[src/rtl/hazard_scoreboard_unit_pkg.sv]
// -----------------------------------------------------------------------------
// hazard_scoreboard_unit_pkg
// Shared definitions for the hazard scoreboard:
//   - nominal producer latencies (cycles from EX entry until forwardable)
//   - the HAZARD_* optype encoding used by the legacy decoder
//   - a helper mapping a legacy optype onto its nominal latency
// No ports (package).
// -----------------------------------------------------------------------------
package hazard_scoreboard_unit_pkg;

    localparam int unsigned LAT_ALU  = 32'd1;
    localparam int unsigned LAT_LOAD = 32'd2;
    localparam int unsigned LAT_MUL  = 32'd3;
    localparam int unsigned LAT_DIV  = 32'd8;

    // Legacy decode still classifies instructions by optype; new decode
    // drives lat_ID directly, but the encoding is kept for that path.
    typedef enum logic [2:0] {
        HAZARD_NONE   = 3'd0,
        HAZARD_ALU    = 3'd1,
        HAZARD_LOAD   = 3'd2,
        HAZARD_MUL    = 3'd3,
        HAZARD_DIV    = 3'd4,
        HAZARD_STORE  = 3'd5,
        HAZARD_BRANCH = 3'd6
    } hazard_op_e;

    // Nominal latency of a legacy optype (non-producers report ALU latency).
    function automatic int unsigned optype_latency(input hazard_op_e op);
        int unsigned lat;
        case (op)
            HAZARD_LOAD: lat = LAT_LOAD;
            HAZARD_MUL:  lat = LAT_MUL;
            HAZARD_DIV:  lat = LAT_DIV;
            default:     lat = LAT_ALU;
        endcase
        return lat;
    endfunction

endpackage

[src/rtl/hazard_scoreboard_unit_sb_counter.sv]
// -----------------------------------------------------------------------------
// sb_counter
// One scoreboard countdown: loads a latency, otherwise decrements towards
// zero, and holds everything while the pipeline is frozen.
// Ports:
//   clk      - clock, rising edge
//   rst_n    - asynchronous active-low reset (count -> 0)
//   srst     - synchronous soft reset (count -> 0)
//   hold     - freeze: count keeps its value, load ignored
//   load     - load load_val this cycle (wins over decrement)
//   load_val - value to load
//   cnt      - current count
// -----------------------------------------------------------------------------
module sb_counter #(
    parameter int LAT_W = 4
) (
    input  logic             clk,
    input  logic             rst_n,
    input  logic             srst,
    input  logic             hold,
    input  logic             load,
    input  logic [LAT_W-1:0] load_val,
    output logic [LAT_W-1:0] cnt
);

    localparam logic [LAT_W-1:0] CNT_ZERO = {LAT_W{1'b0}};
    localparam logic [LAT_W-1:0] CNT_ONE  = {{(LAT_W-1){1'b0}}, 1'b1};

    logic [LAT_W-1:0] cnt_r;

    // Countdown state: reset, freeze, load, or decrement towards zero.
    always_ff @(posedge clk or negedge rst_n) begin
        if (!rst_n) begin
            cnt_r <= CNT_ZERO;
        end else if (srst) begin
            cnt_r <= CNT_ZERO;
        end else if (hold) begin
            cnt_r <= cnt_r;
        end else if (load) begin
            cnt_r <= load_val;
        end else if (cnt_r != CNT_ZERO) begin
            cnt_r <= cnt_r - CNT_ONE;
        end else begin
            cnt_r <= cnt_r;
        end
    end

    assign cnt = cnt_r;

endmodule

[src/rtl/hazard_scoreboard_unit.sv]
// -----------------------------------------------------------------------------
// hazard_scoreboard_unit
// Decode-side hazard detector built on a per-register countdown scoreboard.
// Each tracked register counts the cycles until its pending result becomes
// forwardable; a shared counter tracks occupancy of the multi-cycle unit.
// RAW, WAW and structural hazards stall the instruction in ID and insert a
// bubble into EX. Forward-mux selection is left to the forwarding unit.
// Ports:
//   clk, rst_n            - clock / asynchronous active-low reset
//   issue_valid_ID        - real instruction in ID
//   rs1use_ID, rs2use_ID  - operand actually read
//   rs1_ID, rs2_ID, rd_ID - register indices
//   rd_we_ID              - instruction writes rd
//   lat_ID                - producer latency (0 behaves as 1)
//   mc_ID                 - uses the shared multi-cycle unit
//   store_ID              - instruction is a store (rs2 consumed in MEM)
//   Branch_ID             - taken branch/jump resolved in ID
//   ext_stall             - whole-pipeline freeze
//   PC_EN_IF              - PC update enable
//   reg_FD_stall          - hold IF/ID
//   reg_FD_flush          - clear IF/ID
//   reg_DE_flush          - bubble into ID/EX
//   stall_cycles          - saturating count of hazard-stall cycles
// -----------------------------------------------------------------------------
module hazard_scoreboard_unit
    import hazard_scoreboard_unit_pkg::*;
#(
    parameter int NREG     = 32,
    parameter int RADDR_W  = 5,
    parameter int LAT_W    = 4,
    parameter int ST_SLACK = 1,
    parameter int STAT_W   = 16
) (
    input  logic               clk,
    input  logic               rst_n,
    input  logic               issue_valid_ID,
    input  logic               rs1use_ID,
    input  logic               rs2use_ID,
    input  logic [RADDR_W-1:0] rs1_ID,
    input  logic [RADDR_W-1:0] rs2_ID,
    input  logic [RADDR_W-1:0] rd_ID,
    input  logic               rd_we_ID,
    input  logic [LAT_W-1:0]   lat_ID,
    input  logic               mc_ID,
    input  logic               store_ID,
    input  logic               Branch_ID,
    input  logic               ext_stall,
    output logic               PC_EN_IF,
    output logic               reg_FD_stall,
    output logic               reg_FD_flush,
    output logic               reg_DE_flush,
    output logic [STAT_W-1:0]  stall_cycles
);

    localparam logic [LAT_W-1:0]   CNT_ZERO  = {LAT_W{1'b0}};
    localparam logic [LAT_W-1:0]   CNT_ONE   = {{(LAT_W-1){1'b0}}, 1'b1};
    localparam logic [LAT_W-1:0]   LAT_MIN   = LAT_W'(LAT_ALU);
    localparam logic [RADDR_W-1:0] REG_ZERO  = {RADDR_W{1'b0}};
    // Thresholds are one bit wider so 1+ST_SLACK cannot wrap.
    localparam logic [LAT_W:0]     USE_THR   = (LAT_W+1)'(32'd1);
    localparam logic [LAT_W:0]     STORE_THR = (LAT_W+1)'(32'd1 + 32'(ST_SLACK));
    localparam logic [STAT_W-1:0]  STAT_ONE  = {{(STAT_W-1){1'b0}}, 1'b1};
    localparam logic [STAT_W-1:0]  STAT_MAX  = {STAT_W{1'b1}};

    logic [LAT_W-1:0]  cnt_s [NREG];
    logic [LAT_W-1:0]  mc_cnt_s;
    logic [LAT_W-1:0]  lat_eff_s;
    logic [LAT_W:0]    rs2_thr_s;
    logic              raw1_s;
    logic              raw2_s;
    logic              waw_s;
    logic              strc_s;
    logic              hz_s;
    logic              iss_s;
    logic [STAT_W-1:0] stall_cycles_r;

    // Register 0 is hardwired zero: never pending.
    assign cnt_s[0] = CNT_ZERO;

    // A zero latency would free the register before the result exists.
    assign lat_eff_s = (lat_ID == CNT_ZERO) ? LAT_MIN : lat_ID;

    // Store data is consumed in MEM, so its rs2 tolerates ST_SLACK more cycles.
    assign rs2_thr_s = store_ID ? STORE_THR : USE_THR;

    // A count of 1 means the result is forwardable next cycle, i.e. in time.
    assign raw1_s = rs1use_ID & (rs1_ID != REG_ZERO) & (cnt_s[rs1_ID] > CNT_ONE);
    assign raw2_s = rs2use_ID & (rs2_ID != REG_ZERO) & ({1'b0, cnt_s[rs2_ID]} > rs2_thr_s);
    // An older, slower write to the same rd must land before this one.
    assign waw_s  = rd_we_ID & (rd_ID != REG_ZERO) & (cnt_s[rd_ID] > lat_eff_s);
    assign strc_s = mc_ID & (mc_cnt_s > CNT_ONE);

    assign hz_s  = issue_valid_ID & (raw1_s | raw2_s | waw_s | strc_s);
    assign iss_s = issue_valid_ID & ~hz_s & ~ext_stall;

    assign reg_FD_stall = hz_s;
    assign PC_EN_IF     = ~hz_s & ~ext_stall;
    assign reg_DE_flush = hz_s & ~ext_stall;
    // A stalled branch flushes only on the cycle it actually issues.
    assign reg_FD_flush = Branch_ID & ~hz_s;

    // Per-register countdowns; index 0 is skipped so rd_ID==0 never loads.
    // There is no soft-reset source at this level, so srst is tied off.
    for (genvar r = 1; r < NREG; r++) begin : g_reg
        sb_counter #(
            .LAT_W (LAT_W)
        ) u_cnt (
            .clk      (clk),
            .rst_n    (rst_n),
            .srst     (1'b0),
            .hold     (ext_stall),
            .load     (iss_s & rd_we_ID & (rd_ID == RADDR_W'(r))),
            .load_val (lat_eff_s),
            .cnt      (cnt_s[r])
        );
    end

    // Multi-cycle unit occupancy, loaded whether or not the op writes rd.
    sb_counter #(
        .LAT_W (LAT_W)
    ) u_mc_cnt (
        .clk      (clk),
        .rst_n    (rst_n),
        .srst     (1'b0),
        .hold     (ext_stall),
        .load     (iss_s & mc_ID),
        .load_val (lat_eff_s),
        .cnt      (mc_cnt_s)
    );

    // Saturating count of cycles lost to hazards (frozen cycles excluded).
    always_ff @(posedge clk or negedge rst_n) begin
        if (!rst_n) begin
            stall_cycles_r <= {STAT_W{1'b0}};
        end else if (hz_s && !ext_stall && (stall_cycles_r != STAT_MAX)) begin
            stall_cycles_r <= stall_cycles_r + STAT_ONE;
        end else begin
            stall_cycles_r <= stall_cycles_r;
        end
    end

    assign stall_cycles = stall_cycles_r;

endmodule

[config.mk]
export PLATFORM = sky130hd
export DESIGN_NAME = hazard_scoreboard_unit
export DESIGN_NICKNAME = d
export VERILOG_FILES = /design/src/rtl/hazard_scoreboard_unit_pkg.sv /design/src/rtl/hazard_scoreboard_unit_sb_counter.sv /design/src/rtl/hazard_scoreboard_unit.sv
export SDC_FILE = /design/constraint.sdc
export NUM_CORES = 1
export LEC_CHECK = 0
export ABC_CLOCK_PERIOD_IN_PS = 5200
export BUFFER_PORTS_ARGS = -buffer_cell sky130_fd_sc_hd__clkbuf_2
export CORE_AREA = 2 2 171 173
export CTS_CLUSTER_DIAMETER = 150
export DETAILED_ROUTE_END_ITERATION = 8
export DIE_AREA = 0 0 173 175
export PLACE_DENSITY = 0.74
export SYNTH_ARGS = -nofsm -noshare
export SYNTH_HDL_FRONTEND = slang
export SYNTH_SLANG_ARGS = --single-unit
[constraint.sdc]
create_clock -name clk -period 5.2 [get_ports clk]
set_input_delay 0.78 -clock clk [delete_from_list [all_inputs] [get_ports clk]]
set_output_delay 0.78 -clock clk [all_outputs]
set_load 0.01 [all_outputs]
==> results of run 1 <==
==> worst max-delay path, cell delays in order <==
cell,delay [ps]
clkbuf_2,100
buf_12,190
mux4_2,530
mux4_2,510
mux2_2,290
ha_1,280
nor2b_1,130
o21ai_0,180
nor2b_1,200
o41ai_2,110
a32oi_4,330
nand2_2,140
and2_1,230
nor2b_2,110
clkbuf_2,130
==> per-stage QoR <==
step           hold slack [ps]  power (µW)  setup slack (ps)  cells  utilization, %
6_report                   291        5690               166   1771            49.0
5_1_grt                    325        6040              14.2   1770            49.0
4_1_cts                    298        5630               114   1770            49.0
3_5_place_dp               486        4410               134   1738            47.0
3_3_place_gp               475        4300               221   1738            47.0
2_1_floorplan              484        3690              17.5   1355               -
==> Yosys cell counts (4+ instances only) <==
| library cell | instances |
|---|---|
| a2111oi_0 | 4 |
| o21ai_0 | 119 |
| or3_1 | 19 |
| a211oi_1 | 4 |
| ha_1 | 72 |
| nand4_4 | 28 |
| mux2_2 | 7 |
| nand4_1 | 13 |
| and3_1 | 47 |
| and2_1 | 48 |
| nor2b_1 | 37 |
| nand2b_1 | 5 |
| nor4_1 | 26 |
| buf_4 | 7 |
| o31a_1 | 6 |
| buf_1 | 8 |
| or4_1 | 8 |
| buf_2 | 9 |
| a31oi_1 | 6 |
| o221a_2 | 55 |
| nor2_1 | 111 |
| a21oi_1 | 18 |
| o211ai_1 | 58 |
| a221o_1 | 4 |
| xnor2_1 | 13 |
| nor4b_1 | 29 |
| mux2i_1 | 10 |
| inv_1 | 73 |
| nor3_1 | 65 |
| dfrtp_1 | 144 |
| nand3_1 | 17 |
| clkbuf_1 | 53 |
| nand2_1 | 107 |
| mux4_2 | 61 |
| nor3b_1 | 4 |
==> registers in the layout, summed over array words and instances, names as in the netlist <==
signal and flops:
g.u_cnt.cnt 124, stall_cycles 16, u_mc_cnt.cnt 4
==> path summary, 6_finish.rpt <==
path | endpoint | slack (ps)
max | reg_FD_flush | 170
min | stall_cycles[0]$_DFFE_PN0P_ | 290
max reg2reg | u_mc_cnt.cnt[3]$_DFFE_PN0P_ | 870
min reg2reg | stall_cycles[4]$_DFFE_PN0P_ | 490
max in group asynchronous | g_reg[14].u_cnt.cnt[1]$_DFFE_PN0P_ | 3810
min in group clk | stall_cycles[4]$_DFFE_PN0P_ | 490
==> kinds of logic after synthesis <==
group | synth area share [%]
buffers and inverters | 5.18
and+or+nand+nor | 27.9
adders and majority gates | 7.11
xor gates and xnor gates | 0.967
AOI/OAI and AO/OA | 18.1
DFF | 28.4
muxes | 12.2
==> layout make-up <==
class,count,area share (%)
tap,384,3.45
sequential,144,25.9
timing repair buffer,79,4.00
antenna,1,0.0180
inverter,76,2.05
multi-input combinational,1055,60.6
clock inverter,15,0.988
clock buffer,17,3.06
==> what timing repair did <==
action	in CTS	in global routing
setup endpoints to repair	0	2
gates resized for setup	0	2
setup buffers	0	0
==> metal layers <==
metal / track usage (%) / wire (µm) / vias to the layer above
met4: 10.4 / 1490 / 0
met5: 0 / 0 / -
met3: 5.07 / 3490 / 118
met2: 39.2 / 16900 / 569
met1: 35.8 / 16500 / 5730
li1: - / - / 5208
==> report_power, final <==
| part | leakage (µW) | switching [µW] | internal (µW) | total (µW) |
|---|---|---|---|---|
| Clock | 0.000270 | 592 | 635 | 1230 |
| Sequential | 0.00156 | 769 | 1490 | 2260 |
| Combinational | 0.00368 | 1070 | 1140 | 2200 |
==> metrics.log, run 1 <==
INFO  metric grt.total_usage = 25.7%
INFO  metric required = 4420 ps
INFO  metric peakVddDrop = 0.000222 V
INFO  metric worst_setup_path_start = rs2_ID[0]
INFO  metric postRouteWirelength = 38400 µm
INFO  metric min_period_over_period = 96.8%
INFO  metric mostFrequentLayoutCell = dfrtp_1
INFO  metric status = finished, final reports clean
INFO  metric finalClockSkew = 12.6 ps
INFO  metric total_i_o_pin_count = 49
INFO  metric syn_area_per_cell = 9.35 µm²
INFO  metric finalCriticalPeriod = 5030 ps
INFO  metric maxSlewHeadroom = 17.8%
INFO  metric detailedRoute.firstIterationViolations = 1369
INFO  metric first_pass_iters = 5
INFO  metric globalplace.congestion = 0.978
INFO  metric max_freq = 199 MHz
INFO  metric drc = 0
INFO  metric grt_max_degree = 65
INFO  metric cts_root_buf = clkbuf_16
INFO  metric cts.sinks = 144
INFO  metric r2r.worst_path.cells = 13
INFO  metric synth_top_area_cell = dfrtp_1
INFO  metric synth_enable_flop_cells = 0
INFO  metric routed-via-count = 11600
INFO  metric die_y = 175 µm
INFO  metric clock_tree.buffer_depth = 2
INFO  metric core_outline_area = 28400 µm²
INFO  metric cap_violations = 0
INFO  metric final_design_area_no_fill = 13900 µm²
INFO  metric rsz0062_at_grt = false
INFO  metric mappedNetlistArea = 12700 µm²
INFO  metric final.fill_count = 2612
INFO  metric ant_nets = 0
INFO  metric regToRegStartpoint = g_reg[4].u_cnt.cnt[1]$_DFFE_PN0P_
INFO  metric core.rowCount = 62
INFO  metric clk_pin_slew = 70 ps
INFO  metric netlist_instances = 1355
INFO  metric total_of_warnings_raised_by_yosys = 0
INFO  metric post_detailed_route_via_to_cell_ratio = 6.56
INFO  metric grt_remaining_overflow = 0
INFO  metric worstMarginPinSlew = 1220 ps
INFO  metric synth.top_cell.area_share = 28.4%
INFO  metric critPathArrivalTime = 4250 ps
INFO  metric layout-area-overhead-vs-synth = 9.84%
INFO  metric setup.worst_path.class = input pin to output port
INFO  metric end_kind = output port
INFO  metric ys_ff_latch = 144
INFO  metric detailed_place_hpwl = 27300 µm
INFO  metric htree_levels = 4
INFO  metric path_max_fanout = 24
INFO  metric start_util = 44.6%
INFO  metric ys_top_cells_by_area = dfrtp_1, mux4_2, ha_1, o221a_2, o21ai_0
INFO  metric first_global_vias = 11000
INFO  metric antenna_violations_before_repair = 1
INFO  metric power_per_cell_area = 409 nW/µm²
INFO  metric synth_top_flop_cell = dfrtp_1
INFO  metric layout-drive-gt1-share = 20.3%
INFO  metric cellLeakagePower = 0.00551 µW
INFO  metric startpoint_type = input pin
INFO  metric synth_async_sr_flop_share = 100%
INFO  metric cts_made_buffers = 17
INFO  metric timing.final.max_slew_violations = 0
INFO  metric hold_buffers = 0
INFO  metric post_synth_num_cell_types = 69
INFO  metric cts_tree = done
INFO  metric multi_input_comb_area = 8430 µm²
INFO  metric finalSetupViolations = 0
INFO  metric report.final.hold_viol_count = 0
INFO  metric synth.yosys.seq_area_share = 28.4%
INFO  metric grt_pass1_wl = 62000 µm
INFO  metric setup-tns-final = 0 ps
INFO  metric detailed_place.area = 13400 µm²
INFO  metric worstHoldPathType = input pin to async pin
INFO  metric insertion_delay = 440 ps
INFO  metric io_buffer_count = 48
INFO  metric final_nets = 1474
INFO  metric postSynthNetCount = 1456
INFO  metric detail_route.wl_per_cell = 21.7 µm
INFO  metric die_w = 173 µm
INFO  metric dieArea = 30300 µm²
INFO  metric top_library_cells_by_usage_in_the_layout_fill_and_taps_aside = dfrtp_1, o21ai_0, nor2_1
INFO  metric register_area = 3600 µm²
(Power assumes the default switching activity.)
==> inputs of run 2 (changes only) <==
--- a/config.mk
+++ b/config.mk
@@ -12,6 +12,7 @@
 export DETAILED_ROUTE_END_ITERATION = 8
 export DIE_AREA = 0 0 173 175
 export PLACE_DENSITY = 0.74
+export REMOVE_ABC_BUFFERS = 1
 export SYNTH_ARGS = -nofsm -noshare
 export SYNTH_HDL_FRONTEND = slang
 export SYNTH_SLANG_ARGS = --single-unit
==> run 2 against run 1 <==
Against the previous run: count of clock-buffer cells in the layout grew 3; combinational power barely moved; critical path type unchanged; critical path depth shrank 1; maximum frequency decreased by 0.19%; sequential share of layout area about the same.
==> metrics.log, run 2 (synthesis gave the netlist of run 1 again) <==
INFO  metric setup.worst_path.class = input pin to output port
INFO  metric crit_slowest_cell = mux4_2
INFO  metric cap_violations = 0
INFO  metric finalSetupViolations = 0
INFO  metric die_y = 175 µm
INFO  metric grtUsageMet3 = 5.24%
INFO  metric cts_tree = done
INFO  metric power_per_cell_area = 412 nW/µm²
INFO  metric place_inst = 1738
INFO  metric first_global_vias = 11000
INFO  metric finish.cell_count_without_fillers = 1768
INFO  metric drc = 0
INFO  metric number_of_flip_flops_under_the_largest_register_name = 124
INFO  metric register_area = 3600 µm²
INFO  metric grtUsageMet1 = 33.6%
INFO  metric ant_nets = 0
INFO  metric htree_levels = 4
INFO  metric switching_power = 2340 µW
INFO  metric pwr-share-clk = 22.5%
INFO  metric total_i_o_pin_count = 49
INFO  metric final.fill_count = 2603
INFO  metric setup-tns-final = 0 ps
INFO  metric max_freq = 198 MHz
INFO  metric io_buffer_count = 48
INFO  metric finalClockSkew = 10.4 ps
INFO  metric cts.repair_timing.setup_buffer_count = 0
INFO  metric cts_made_buffers = 17
INFO  metric rsz0062_at_grt = false
INFO  metric maxSlewHeadroom = 12.1%
INFO  metric min_period_over_period = 97.0%
INFO  metric path_max_fanout = 15
INFO  metric dieArea = 30300 µm²
INFO  metric whs = 463 ps
INFO  metric layout-area-overhead-vs-synth = 10.0%
INFO  metric postCtsResizedCells = 0
INFO  metric mostFrequentLayoutCell = dfrtp_1
INFO  metric final_design_area_no_fill = 13900 µm²
INFO  metric detail_route.wl_per_cell = 21.6 µm
INFO  metric peakVddDrop = 0.000244 V
INFO  metric worstMarginPinSlew = 1310 ps
INFO  metric clock_tree.buffer_depth = 2
INFO  metric worst_path_largest_cell_delay = 510 ps
INFO  metric power.sequential.fraction = 39.1%
INFO  metric detailed_place_hpwl = 27000 µm
INFO  metric startpoint_type = input pin
INFO  metric core_outline_area = 28400 µm²
INFO  metric die_w = 173 µm
INFO  metric start_util = 44.6%
INFO  metric power.share.switching = 40.7%
INFO  metric power_internal = 3410 µW
INFO  metric end_kind = output port
INFO  metric globalRouteMet2Util = 39.4%
INFO  metric antenna_violations_before_repair = 1
INFO  metric layout-drive-gt1-share = 19.9%
INFO  metric first_pass_iters = 5
INFO  metric worstPathCellList = clkbuf_2 > mux4_2 > mux4_2 > mux2_2 > ha_1 > nor2b_1 > o21ai_0 > nand2_1 > a211o_1 > a32oi_4 > nand2_2 > and2_1 > nor2b_1 > clkbuf_2
INFO  metric hold_buffers = 0
INFO  metric share_of_power_burned_in_combinational_logic = 38.4%
INFO  metric worstHoldPathType = input pin to async pin
INFO  metric grt_remaining_overflow = 0
INFO  metric grt.total_usage = 25.4%
INFO  metric postRouteWirelength = 38200 µm
INFO  metric multi_input_comb_area = 8430 µm²
INFO  metric cts_root_buf = clkbuf_16
INFO  metric cellLeakagePower = 0.00552 µW
INFO  metric grt_max_degree = 107
INFO  metric grt.busiest_layer = met2
INFO  metric status = finished, final reports clean
INFO  metric cts.sinks = 144
INFO  metric insertion_delay = 440 ps
INFO  metric final_nets = 1474
INFO  metric globalplace.congestion = 1.01
INFO  metric final_core_utilization = 49.1%
INFO  metric report.final.hold_viol_count = 0
INFO  metric clk_pin_slew = 60 ps
INFO  metric post_detailed_route_via_to_cell_ratio = 6.59
INFO  metric required = 4420 ps
INFO  metric grt_pass1_wl = 61300 µm
INFO  metric top_library_cells_by_usage_in_the_layout_fill_and_taps_aside = dfrtp_1, o21ai_0, nor2_1
INFO  metric timing.final.max_slew_violations = 0
INFO  metric critPathArrivalTime = 4260 ps
INFO  metric core.rowCount = 62
INFO  metric finalCriticalPeriod = 5040 ps
INFO  metric detailed_place.area = 13300 µm²
INFO  metric routed-via-count = 11600
INFO  metric detailedRoute.firstIterationViolations = 1470
==> run 2: cell types whose count changed in the layout (fill, tap and decap cells not counted), moves of 2 or more <==
| cell | before | now |
|---|---|---|
| clkbuf_8 | 0 | 3 |
| inv_8 | 4 | 0 |
| bufinv_16 | 0 | 3 |
| inv_6 | 7 | 0 |
| clkbuf_4 | 0 | 2 |
==> run 2: per-stage QoR <==
| stage | power, µW | setup slack (ps) |
|---|---|---|
| final | 5750 | 156 |
| after global routing | 6100 | 16.8 |
| after CTS | 5690 | 65.4 |
| after detailed placement | 4380 | 77.4 |
| after global placement | 4270 | 156 |
| after floorplan | 3610 | -2180 |
==> run 2: critical path, delay by kind of cell <==
family	cells	cell delay (ps)
AOI/OAI and AO/OA	3	780
adders and majority gates	1	290
buffers and inverters	2	530
muxes	3	1180
and+or+nand+nor	5	690
==> run 2: path summary, 6_finish.rpt <==
kind	start	end	slack, ps	cells past startpoint
max	rs2_ID[1]	reg_FD_flush	160	14
min	rst_n	g_reg[20].u_cnt.cnt[2]$_DFFE_PN0P_	460	1
max reg2reg	g_reg[20].u_cnt.cnt[1]$_DFFE_PN0P_	u_mc_cnt.cnt[3]$_DFFE_PN0P_	860	13
min reg2reg	stall_cycles[10]$_DFFE_PN0P_	stall_cycles[10]$_DFFE_PN0P_	490	1
max in group asynchronous	rst_n	g_reg[7].u_cnt.cnt[3]$_DFFE_PN0P_	3590	2
min in group clk	stall_cycles[10]$_DFFE_PN0P_	stall_cycles[10]$_DFFE_PN0P_	490	1
==> run 2: area by class of cell <==
class | instances | share of cell area [%]
diodes | 1 | 0.0179
multi-input cells | 1055 | 60.4
inverters | 76 | 2.05
flip-flops and latches | 144 | 25.8
clock buffers | 20 | 3.35
repair buffers | 79 | 3.94
clock inverters | 9 | 0.969
well taps | 384 | 3.44
==> run 2: power groups by stage <==
stage               clock [µW]  combinational, µW  sequential [µW]
floorplan                    0               1690             1920
global placement             0               2070             2200
detailed placement           0               2180             2200
CTS                       1300               2190             2190
global route              1350               2460             2290
finish                    1290               2210             2250
==> run 2: layer usage <==
layer	share of wire (%)	vias to the layer above
met5	0	-
met1	40	5680
li1	-	5198
met4	4.8	0
met2	45	626
met3	9.5	140
==> inputs of run 3 (changes only) <==
--- a/config.mk
+++ b/config.mk
@@ -7,11 +7,11 @@
 export LEC_CHECK = 0
 export ABC_CLOCK_PERIOD_IN_PS = 5200
 export BUFFER_PORTS_ARGS = -buffer_cell sky130_fd_sc_hd__clkbuf_2
-export CORE_AREA = 2 2 171 173
+export CORE_AREA = 2 2 155 157
 export CTS_CLUSTER_DIAMETER = 150
 export DETAILED_ROUTE_END_ITERATION = 8
-export DIE_AREA = 0 0 173 175
-export PLACE_DENSITY = 0.74
+export DIE_AREA = 0 0 157 159
+export PLACE_DENSITY = 0.85
 export REMOVE_ABC_BUFFERS = 1
 export SYNTH_ARGS = -nofsm -noshare
 export SYNTH_HDL_FRONTEND = slang
==> run 3 against run 2 <==
Against the previous run: wire length rose by 0.25%; first-iteration DRC count rose by 8.9%; sequential power fell by 2%; worst setup slack improved by 34 ps; critical endpoint unchanged; register-to-register slack got worse by 110 ps; design area fell by 0.47%; maximum frequency rose by 0.67%; highest routed layer unchanged.
==> metrics.log, run 3 (synthesis gave the netlist of run 1 again) <==
INFO  metric path_max_fanout = 18
INFO  metric min_period_over_period = 96.3%
INFO  metric hold_buffers = 0
INFO  metric core_outline_area = 23200 µm²
INFO  metric insertion_delay = 450 ps
INFO  metric power_internal = 3310 µW
INFO  metric routed-via-count = 12100
INFO  metric cts_tree = done
INFO  metric end_kind = output port
INFO  metric detailed_place.area = 13300 µm²
INFO  metric grt_pass1_wl = 61100 µm
INFO  metric power.share.switching = 41.9%
INFO  metric finalCriticalPeriod = 5010 ps
INFO  metric start_util = 54.7%
INFO  metric finalClockSkew = 16.6 ps
INFO  metric core.rowCount = 56
INFO  metric peakVddDrop = 0.000208 V
INFO  metric ant_nets = 0
INFO  metric clk_pin_slew = 60 ps
INFO  metric ff2ff_setup_slack = 750 ps
INFO  metric die_y = 159 µm
INFO  metric share_of_power_burned_in_combinational_logic = 39.6%
INFO  metric cts_root_buf = clkbuf_16
INFO  metric number_of_flip_flops_under_the_largest_register_name = 124
INFO  metric worstHoldPathType = input pin to async pin
INFO  metric final_nets = 1480
INFO  metric max_freq = 200 MHz
INFO  metric cap_violations = 0
INFO  metric htree_levels = 4
INFO  metric cts.repair_timing.setup_buffer_count = 0
INFO  metric detailed_place_hpwl = 25900 µm
INFO  metric pwr-share-clk = 21.6%
INFO  metric status = finished, final reports clean
INFO  metric cellLeakagePower = 0.00554 µW
INFO  metric required = 4420 ps
INFO  metric rsz0062_at_grt = false
INFO  metric globalplace.congestion = 1.06
INFO  metric antenna_violations_before_repair = 1
INFO  metric die_w = 157 µm
INFO  metric report.final.hold_viol_count = 0
INFO  metric finalSetupViolations = 0
INFO  metric final.fill_count = 1874
INFO  metric switching_power = 2390 µW
INFO  metric timing.final.max_slew_violations = 0
INFO  metric total_power = 5700 µW
INFO  metric detail_route.wl_per_cell = 22.4 µm
INFO  metric final_design_area_no_fill = 13900 µm²
INFO  metric clock_tree.buffer_depth = 2
INFO  metric post_detailed_route_via_to_cell_ratio = 7.06
INFO  metric maxSlewHeadroom = 25.2%
INFO  metric layout-area-overhead-vs-synth = 9.54%
INFO  metric startpoint_type = input pin
INFO  metric postRouteWirelength = 38300 µm
INFO  metric first_pass_iters = 8
INFO  metric final.setup.worst_slack = 190 ps
INFO  metric power.sequential.fraction = 38.8%
INFO  metric grt_max_degree = 107
INFO  metric cts_made_buffers = 17
INFO  metric layout-drive-gt1-share = 20.4%
INFO  metric total_i_o_pin_count = 49
INFO  metric drc = 0
INFO  metric top_library_cells_by_usage_in_the_layout_fill_and_taps_aside = dfrtp_1, o21ai_0, nor2_1
INFO  metric setup.worst_path.class = input pin to output port
INFO  metric grt_remaining_overflow = 0
INFO  metric dieArea = 25000 µm²
INFO  metric io_buffer_count = 48
INFO  metric power_per_cell_area = 410 nW/µm²
INFO  metric num_antenna_cells = 0
INFO  metric first_global_vias = 11400
INFO  metric detailedRoute.firstIterationViolations = 1601
INFO  metric post-place-ws = 40.7 ps
INFO  metric worstMarginPinSlew = 1110 ps
INFO  metric mostFrequentLayoutCell = dfrtp_1
INFO  metric grt.total_usage = 30.9%
INFO  metric critPathArrivalTime = 4230 ps
INFO  metric cts.sinks = 144
-- run 3: changes by cell type in the layout (fill, tap and decap cells not counted), moves of 2 or more --
cell       delta
inv_6         +5
buf_4         +7
clkbuf_8      -2
bufinv_16     -2
-- run 3: final timing paths --
path,from,end,depth (start not counted)
setup / recovery,rs2_ID[1],reg_FD_flush,14
hold / removal,rst_n,stall_cycles[2]$_DFFE_PN0P_,1
setup reg to reg,g_reg[10].u_cnt.cnt[1]$_DFFE_PN0P_,g_reg[9].u_cnt.cnt[1]$_DFFE_PN0P_,15
hold reg to reg,stall_cycles[4]$_DFFE_PN0P_,stall_cycles[4]$_DFFE_PN0P_,1
max in group asynchronous,rst_n,g_reg[15].u_cnt.cnt[3]$_DFFE_PN0P_,2
min in group clk,stall_cycles[4]$_DFFE_PN0P_,stall_cycles[4]$_DFFE_PN0P_,1
-- run 3: through the flow --
stage                     hold slack [ps]  utilization [%]  instances  setup TNS (ps)
after detailed placement              481             57.3       1678               0
after floorplan                       484                -       1275         -219350
after CTS                             491             59.7       1710               0
after global placement                472             57.3       1678               0
final                                 443             59.9       1711               0
after global routing                  522             59.9       1711               0
-- run 3: critical path, stage by stage --
cell and delay, ps:
clkbuf_2 410, mux4_2 400, mux4_2 490, mux2_2 280, ha_1 280, nor2b_1 130
o21ai_0 200, nand2_1 90, a211o_1 270, a32oi_4 300, nand2_2 130, and2_1 210
nor2b_1 110, clkbuf_2 140
-- run 3: area by class of cell --
class                   instances  area (µm²)  area share, %
multi-input cells            1055        8430           60.7
flip-flops and latches        144        3600           26.0
repair buffers                 85         599           4.32
clock buffers                  19         443           3.19
well taps                     319         399           2.87
inverters                      76         285           2.05
clock inverters                13         128          0.919
-- run 3: power by group through the flow --
| stage | clock [µW] | sequential, µW | combinational [µW] |
|---|---|---|---|
| after floorplan | 0 | 1920 | 1690 |
| after global placement | 0 | 2150 | 2080 |
| after detailed placement | 0 | 2170 | 2200 |
| after CTS | 1230 | 2170 | 2220 |
| after global routing | 1270 | 2260 | 2500 |
| final | 1230 | 2210 | 2260 |
-- run 3: what timing repair did --
action,CTS,global route
gates resized for setup,0,6
setup endpoints to repair,0,3
hold endpoints to repair,0,0
-- run 3: layer usage --
layer / track usage [%] / wire length (µm) / share of wire, %
met5: 0 / 0 / 0
met4: 15.9 / 2260 / 5.9
met3: 6.97 / 4250 / 11
met2: 48.4 / 17600 / 46
met1: 40.1 / 14300 / 37
